### src/rtl/fetch_queue_if.sv
// Bundle between the PC controller / instruction memory, the fetch queue and decode.
// master drives fetch/dequeue controls; slave is the queue itself.
interface fetch_queue_if #(
  parameter int branch_addr = 4,
  parameter int inst_width  = 32,
  parameter int depth       = 8
);
  localparam int CW = $clog2(depth) + 1;

  logic                   flush;
  logic                   fetch_en;
  logic [branch_addr-1:0] pc;
  logic [branch_addr-1:0] imem_addr;
  logic [inst_width-1:0]  imem_data0;
  logic [inst_width-1:0]  imem_data1;
  logic                   deq_ready;
  logic                   deq_valid;
  logic [inst_width-1:0]  deq_inst;
  logic [branch_addr-1:0] deq_pc;
  logic                   iq_full;
  logic                   iq_empty;
  logic [CW-1:0]          iq_count;
  logic                   ovf_err;

  modport master (
    output flush, fetch_en, pc, imem_data0, imem_data1, deq_ready,
    input  imem_addr, deq_valid, deq_inst, deq_pc, iq_full, iq_empty, iq_count, ovf_err
  );

  modport slave (
    input  flush, fetch_en, pc, imem_data0, imem_data1, deq_ready,
    output imem_addr, deq_valid, deq_inst, deq_pc, iq_full, iq_empty, iq_count, ovf_err
  );
endinterface

### src/rtl/fetch_queue.sv
// Circular instruction queue: accepts an instruction pair per fetch cycle,
// hands one instruction per cycle to decode, and back-pressures fetch via iq_full.
module fetch_queue #(
  parameter int branch_addr = 4,
  parameter int inst_width  = 32,
  parameter int depth       = 8
) (
  input logic         clk,
  input logic         rst,
  fetch_queue_if.slave fq
);
  localparam int PW = $clog2(depth);
  localparam int CW = PW + 1;

  logic [inst_width-1:0]  r_inst [depth];
  logic [branch_addr-1:0] r_pc   [depth];
  logic [PW-1:0]          r_wr_ptr;
  logic [PW-1:0]          r_rd_ptr;
  logic [CW-1:0]          r_count;
  logic                   r_ovf_err;

  logic                   w_full;
  logic                   w_valid;
  logic                   w_push;
  logic                   w_pop;
  logic [PW-1:0]          w_wr_ptr1;
  logic [branch_addr-1:0] w_pc4;
  logic [CW-1:0]          w_count_next;

  // Full means fewer than two free slots, so a whole pair always fits when not full.
  assign w_full       = (r_count > CW'(depth - 2));
  assign w_valid      = (r_count != '0);
  assign w_push       = fq.fetch_en & ~w_full & ~fq.flush;
  assign w_pop        = w_valid & fq.deq_ready & ~fq.flush;
  assign w_wr_ptr1    = r_wr_ptr + PW'(1);
  assign w_pc4        = fq.pc + branch_addr'(4);
  assign w_count_next = r_count + (w_push ? CW'(2) : CW'(0)) - (w_pop ? CW'(1) : CW'(0));

  always_ff @(posedge clk) begin
    if (rst) begin
      r_wr_ptr  <= '0;
      r_rd_ptr  <= '0;
      r_count   <= '0;
      r_ovf_err <= 1'b0;
    end else begin
      if (fq.fetch_en && w_full) begin
        r_ovf_err <= 1'b1;
      end
      if (fq.flush) begin
        r_wr_ptr <= '0;
        r_rd_ptr <= '0;
        r_count  <= '0;
      end else begin
        if (w_push) begin
          r_wr_ptr <= r_wr_ptr + PW'(2);
        end
        if (w_pop) begin
          r_rd_ptr <= r_rd_ptr + PW'(1);
        end
        r_count <= w_count_next;
      end
    end
  end

  // Storage is never reset; validity is tracked only by the count.
  for (genvar gi = 0; gi < depth; gi++) begin : g_entry
    always_ff @(posedge clk) begin
      if (w_push && (r_wr_ptr == PW'(gi))) begin
        r_inst[gi] <= fq.imem_data0;
        r_pc[gi]   <= fq.pc;
      end else if (w_push && (w_wr_ptr1 == PW'(gi))) begin
        r_inst[gi] <= fq.imem_data1;
        r_pc[gi]   <= w_pc4;
      end
    end
  end

  assign fq.imem_addr = fq.pc;
  assign fq.deq_valid = w_valid;
  assign fq.deq_inst  = r_inst[r_rd_ptr];
  assign fq.deq_pc    = r_pc[r_rd_ptr];
  assign fq.iq_full   = w_full;
  assign fq.iq_empty  = ~w_valid;
  assign fq.iq_count  = r_count;
  assign fq.ovf_err   = r_ovf_err;
endmodule
### src/flat_wrapper.sv
// flat-port wrapper written by rule: the top's interface ports become plain ports
module fetch_queue_flat 
#(
  parameter int branch_addr = 4,
  parameter int inst_width  = 32,
  parameter int depth       = 8
)
  (clk, rst, fq_flush, fq_fetch_en, fq_pc, fq_imem_data0, fq_imem_data1, fq_deq_ready, fq_imem_addr, fq_deq_valid, fq_deq_inst, fq_deq_pc, fq_iq_full, fq_iq_empty, fq_iq_count, fq_ovf_err);
  fetch_queue_if #(.branch_addr(branch_addr), .inst_width(inst_width), .depth(depth)) fq_i ();
  input logic clk;
  input logic rst;
  input wire logic [$bits(fq_i.flush)-1:0] fq_flush;
  input wire logic [$bits(fq_i.fetch_en)-1:0] fq_fetch_en;
  input wire logic [$bits(fq_i.pc)-1:0] fq_pc;
  input wire logic [$bits(fq_i.imem_data0)-1:0] fq_imem_data0;
  input wire logic [$bits(fq_i.imem_data1)-1:0] fq_imem_data1;
  input wire logic [$bits(fq_i.deq_ready)-1:0] fq_deq_ready;
  output wire logic [$bits(fq_i.imem_addr)-1:0] fq_imem_addr;
  output wire logic [$bits(fq_i.deq_valid)-1:0] fq_deq_valid;
  output wire logic [$bits(fq_i.deq_inst)-1:0] fq_deq_inst;
  output wire logic [$bits(fq_i.deq_pc)-1:0] fq_deq_pc;
  output wire logic [$bits(fq_i.iq_full)-1:0] fq_iq_full;
  output wire logic [$bits(fq_i.iq_empty)-1:0] fq_iq_empty;
  output wire logic [$bits(fq_i.iq_count)-1:0] fq_iq_count;
  output wire logic [$bits(fq_i.ovf_err)-1:0] fq_ovf_err;
  assign fq_i.flush = fq_flush;
  assign fq_i.fetch_en = fq_fetch_en;
  assign fq_i.pc = fq_pc;
  assign fq_i.imem_data0 = fq_imem_data0;
  assign fq_i.imem_data1 = fq_imem_data1;
  assign fq_i.deq_ready = fq_deq_ready;
  assign fq_imem_addr = fq_i.imem_addr;
  assign fq_deq_valid = fq_i.deq_valid;
  assign fq_deq_inst = fq_i.deq_inst;
  assign fq_deq_pc = fq_i.deq_pc;
  assign fq_iq_full = fq_i.iq_full;
  assign fq_iq_empty = fq_i.iq_empty;
  assign fq_iq_count = fq_i.iq_count;
  assign fq_ovf_err = fq_i.ovf_err;
  fetch_queue #(.branch_addr(branch_addr), .inst_width(inst_width), .depth(depth)) u_core (.clk(clk), .rst(rst), .fq(fq_i));
endmodule
### config.mk
export PLATFORM = sky130hd
export DESIGN_NAME = fetch_queue_flat
export DESIGN_NICKNAME = d
export VERILOG_FILES = /design/src/rtl/fetch_queue_if.sv /design/src/rtl/fetch_queue.sv /design/src/flat_wrapper.sv
export SDC_FILE = /design/constraint.sdc
export NUM_CORES = 1
export LEC_CHECK = 0
export ABC_AREA = 1
export CAP_MARGIN = 20
export CELL_PAD_IN_SITES_DETAIL_PLACEMENT = 1
export CELL_PAD_IN_SITES_GLOBAL_PLACEMENT = 1
export CORE_UTILIZATION = 45
export CTS_CLUSTER_DIAMETER = 60
export DETAILED_ROUTE_END_ITERATION = 10
export PLACE_DENSITY = 0.87
export SETUP_SLACK_MARGIN = 0.15
export SLEW_MARGIN = 40
export SYNTH_ARGS = -nofsm -noshare
export SYNTH_HDL_FRONTEND = slang
export SYNTH_SLANG_ARGS = --single-unit
### constraint.sdc
create_clock -name clk -period 6.3 [get_ports clk]
set_clock_uncertainty 0.1 [all_clocks]
set_input_delay 1.26 -clock clk [delete_from_list [all_inputs] [get_ports clk]]
set_output_delay 1.26 -clock clk [all_outputs]
set_load 0.005 [all_outputs]
Word-level counts from Yosys, hierarchy flattened. Memory sizes are Yosys's and may differ from the RTL's. A register that Yosys moved wholly into a read port is not among the register bits. Index checks and enable logic that the tools add are counted.

Flip-flop bits (word level): 11. Bits in writable memories: 288. Bits of input ports: 73. Output and inout bits: 48. Word-level logic and storage cells: 181. Memories: 2.

Add/sub/neg operators: 6. $lt $le $gt $ge: 1. Eq/ne operators: 14. Mux-type cells: 98. Bitwise gates (word level): 23. Reductions and logical operators: 33.

Memories: u_core.r_inst (words 8, width 32, read ports 1, clocked after Yosys merged registers in 1, write ports 2, RTL line fetch_queue.sv:15) `logic [inst_width-1:0] r_inst [depth];`; u_core.r_pc (words 8, width 4, read ports 1, clocked after Yosys merged registers in 1, write ports 2, RTL line fetch_queue.sv:16) `logic [branch_addr-1:0] r_pc [depth];`.

Operator list (number): 2-to-1 mux 32 bit (14); OR reduction 32 bit (6); 2-to-1 mux 4 bit (14); 2-to-1 mux 1 bit (53); 2-to-1 mux 3 bit (16); == test 3 bit (second input constant) (8); OR reduction 4 bit (6); logical AND 1 bit (17); bitwise OR 1 bit (16); == test 3 x 2 -> 1 bit (second input constant) (4); adder 3 x 1 -> 3 bit (second input constant) (2); == test 3 x 1 -> 1 bit (second input constant) (2); logical NOT 3 bit (2); adder 4 x 3 -> 4 bit (second input constant) (1); adder 4 bit (1); AND 1 bit (4); > comparator 4 x 3 -> 1 bit (second input constant) (1); nonzero test 4 bit (1); subtractor 4 bit (1); adder 3 x 2 -> 3 bit (second input constant) (1); inverter 1 bit (3); 2-to-1 mux 2 bit (1); OR reduction 2 bit (1).

Depth between registers and ports, before layout.
Depth after elaboration: 13. Gate-level depth with buffers: 11.

Worst setup path before layout. OpenSTA, ideal clock, no wires.

Path type: in2reg. Start point: input port fq_fetch_en. End point: memory u_core.r_inst[0][0] (enable). Library setup time: 0.499 ns. Arrival: 4.578 ns. Setup slack: 1.123 ns. Cell stages on the path: 4. Buffers on the path: 0. Cells stage by stage: inv_1 nor2_1 nand3_1 nor2_1.

RTL lines: start, declared (RTL line flat_wrapper.sv:13) `input wire logic [$bits(fq_i.fetch_en)-1:0] fq_fetch_en;`; end, declared (RTL line fetch_queue.sv:15).

==> metrics.yaml <==
yosysWarningCount: 0
irDropWorstVdd_v: 0.000181
synth_cell_types: 18
numCtsBuffers: 34
syn_to_final_growth_pct: 20.3
cts_tree: "yes"
rsz0062_at_grt: "false"
grt_first_pass_wirelength_um: 53200
track_usage_pct: 24.4
gp_congestion: 0.742
post-route-min-period_ns: 4.30
synth_nets: 1376
slew_viol_final: 0
grt_pass1_vias: 10100
yosysSeqAreaShare_pct: 68.6
wl_per_cell_um: 18.9
cp_max_fo: 57
wirelength_um: 34000
max_freq_mhz: 233
die-area_um2: 28700
vias: 9054
post_dp_cell_area_um2: 14200
hold_violations: 0
fin_area_um2: 15200
path_clk_slew_ns: 0.06
fillers: 3000
ys_ff_latch: 293
gr-total-overflow: 0
min_to: "u_core.fq.ovf_err$_SDFFE_PP0P_"
nets: 1488
drv_cap: 0
worstPathRequired_ns: 4.94
cts_max_path_buffers: 3
yosysTopAreaCellShare_pct: 66.6
timing.rr.start: "u_core.fq.iq_count[3]$_SDFF_PP0_"
worst_r2r_endpoint: "u_core.r_inst[5][25]$_DFFE_PP_"
routed.top_layer: "met4"
die_w_um: 170
clock_sinks: 293
ctsHoldBuffers: 0
hpwlAfterDp_um: 20300
drtIter0Drc: 472
timing.hold.ws_ns: 0.401
fin_tns_setup_ns: 0
cts_setup_buffers: 0
cellLeakagePower_nw: 6.14
synth_top_area_cell: "edfxtp_1"
hold_path_class: "flop to flop"
critPathKind: "flop to output pin"
io_buffers: 120
grt_max_degree: 105
post-route-period-util_pct: 68.2
syn_area_um2: 12600
cp-start-kind: "flop"
worst-r2r-setup-slack_ns: 3.47
hold_depth: 2
insertion_delay_ns: 0.50
start_util_pct: 46.4
h-tree-depth: 2
power_density_nw_per_um2: 288
syn-instance-count: 1292
slew_headroom_pct: 47.4
ctsResizeCount: 0
ant_nets: 0
wirelength_met1_um: 13400
core_area_um2: 27300
worstSetupEndpointType: "output pin"
fp.dieH_um: 170
drt_drc_violations_left: 0
viasPerCell: 5.03
finalPower_mw: 4.38
rows: 60
met3_length_um: 1530
antenna_found_initial: 0
arrival_ns: 2.94
firstDrtPassIters: 5
holdCritStartpoint: "u_core.fq.ovf_err$_SDFFE_PP0P_"
reg2reg_depth: 8
setup_viol: 0
diodes: 0
worst_slew_pin_slew_ns: 0.790
cts_root_buf: "clkbuf_16"
dr_wl_met2_um: 18000
synth.area.top_cells: "edfxtp_1 (67%), nand2_1 (14%), nor2_1 (8.7%), inv_1 (4.8%), dfxtp_1 (2.1%)"
postSynthAreaPerCell_um2: 9.78
layout-drive-gt1-share_pct: 4.34
status: "complete, no violations"
io_pins: 121
## synth_stat cells
library cell and number:
clkinv_1 1, ha_1 10, buf_4 9, nand2_1 456, inv_1 161, nand3_1 6
buf_2 34, o22ai_1 2, a21oi_1 2, buf_1 1, xor2_1 2, nor2_1 294
dfxtp_1 13, fa_1 1, inv_2 1, edfxtp_1 280, o21ai_0 7, clkbuf_1 12
## per-layer routing
| layer | vias up | global-route usage, % |
|---|---|---|
| li1 | 4229 | - |
| met1 | 4473 | 27.8 |
| met2 | 266 | 45.1 |
| met3 | 86 | 3.82 |
| met4 | 0 | 10.3 |
| met5 | - | 0 |
## layout make-up
cell class / count / area [um^2] / area share, %
flip-flops and latches: 293 / 8680 / 57.1
multi-input cells: 780 / 3100 / 20.4
repair buffers: 132 / 1350 / 8.89
clock buffers: 45 / 913 / 6.01
inverters: 163 / 616 / 4.05
well taps: 372 / 465 / 3.06
clock inverters: 15 / 80.1 / 0.527
## critical path, stage by stage, from the launching register on
cell             delay [ns]
dfxtp_4                0.60
buf_12                 0.29
buf_4                  0.39
nor2_1                 0.11
nor2_1                 0.14
nand2_1                0.09
nand2_1                0.09
nand2_1                0.08
nand2_1                0.10
clkdlybuf4s50_1        0.50
## flip-flops by register name, indices dropped and copies added (netlist names), named ones only
register	count
u_core.fq.iq_count	4
u_core.r_wr_ptr	2
u_core.r_pc	24
u_core.r_rd_ptr	3
u_core.r_inst	256
u_core.fq.ovf_err	1
## metrics by stage
stage                     setup slack, ns  utilization (%)  cells
after detailed placement             2.26             52.1   1740
final                                2.00             55.8   1800
after global placement               2.24             51.9   1738
after floorplan                      1.12                -   1292
after global routing                 1.83             55.8   1800
after CTS                            2.00             55.8   1800
## cell usage in the layout (no fill, tap or decap), types with 2 or more instances in the layout
cell type | Yosys | layout
nand2_1 | 456 | 456
nor2_1 | 294 | 290
edfxtp_1 | 280 | 280
inv_1 | 161 | 161
clkdlybuf4s50_1 | 0 | 120
clkbuf_16 | 0 | 35
ha_1 | 10 | 10
clkbuf_1 | 12 | 10
dfxtp_1 | 13 | 10
clkinv_1 | 1 | 9
o21ai_0 | 7 | 7
nand3_1 | 6 | 6
buf_4 | 9 | 5
nor2_4 | 0 | 4
buf_6 | 0 | 4
clkinv_2 | 0 | 3
xor2_1 | 2 | 2
o22ai_1 | 2 | 2
a21oi_1 | 2 | 2
dfxtp_4 | 0 | 2
buf_12 | 0 | 2
## power breakdown
part	total [mW]	leakage, nW	internal [mW]	switching, mW
sequential	2.21	2.65	2.19	0.0189
clock	1.79	0.480	1.02	0.764
combinational	0.385	3.02	0.164	0.220
## kinds of logic after synthesis
kind of cell,share of synthesized area [%]
adders and majority gates,1.15
AOI/OAI and AO/OA,0.456
xor gates and xnor gates,0.139
DFF,68.6
and+or+nand+nor,22.5
buffers and inverters,7.11
## worst max-delay path by stage
stage / to / slack (ns)
2_1_floorplan: u_core.r_inst[0][0]$_DFFE_PP_ / 1.12
4_1_cts: fq_deq_inst[18] / 2.00
5_1_grt: fq_deq_inst[18] / 1.83
6_report: fq_deq_inst[20] / 2.00
3_5_place_dp: u_core.r_inst[4][23]$_DFFE_PP_ / 2.26
3_3_place_gp: u_core.r_inst[4][22]$_DFFE_PP_ / 2.24
No activity file was read; power rests on OpenSTA's default activity.
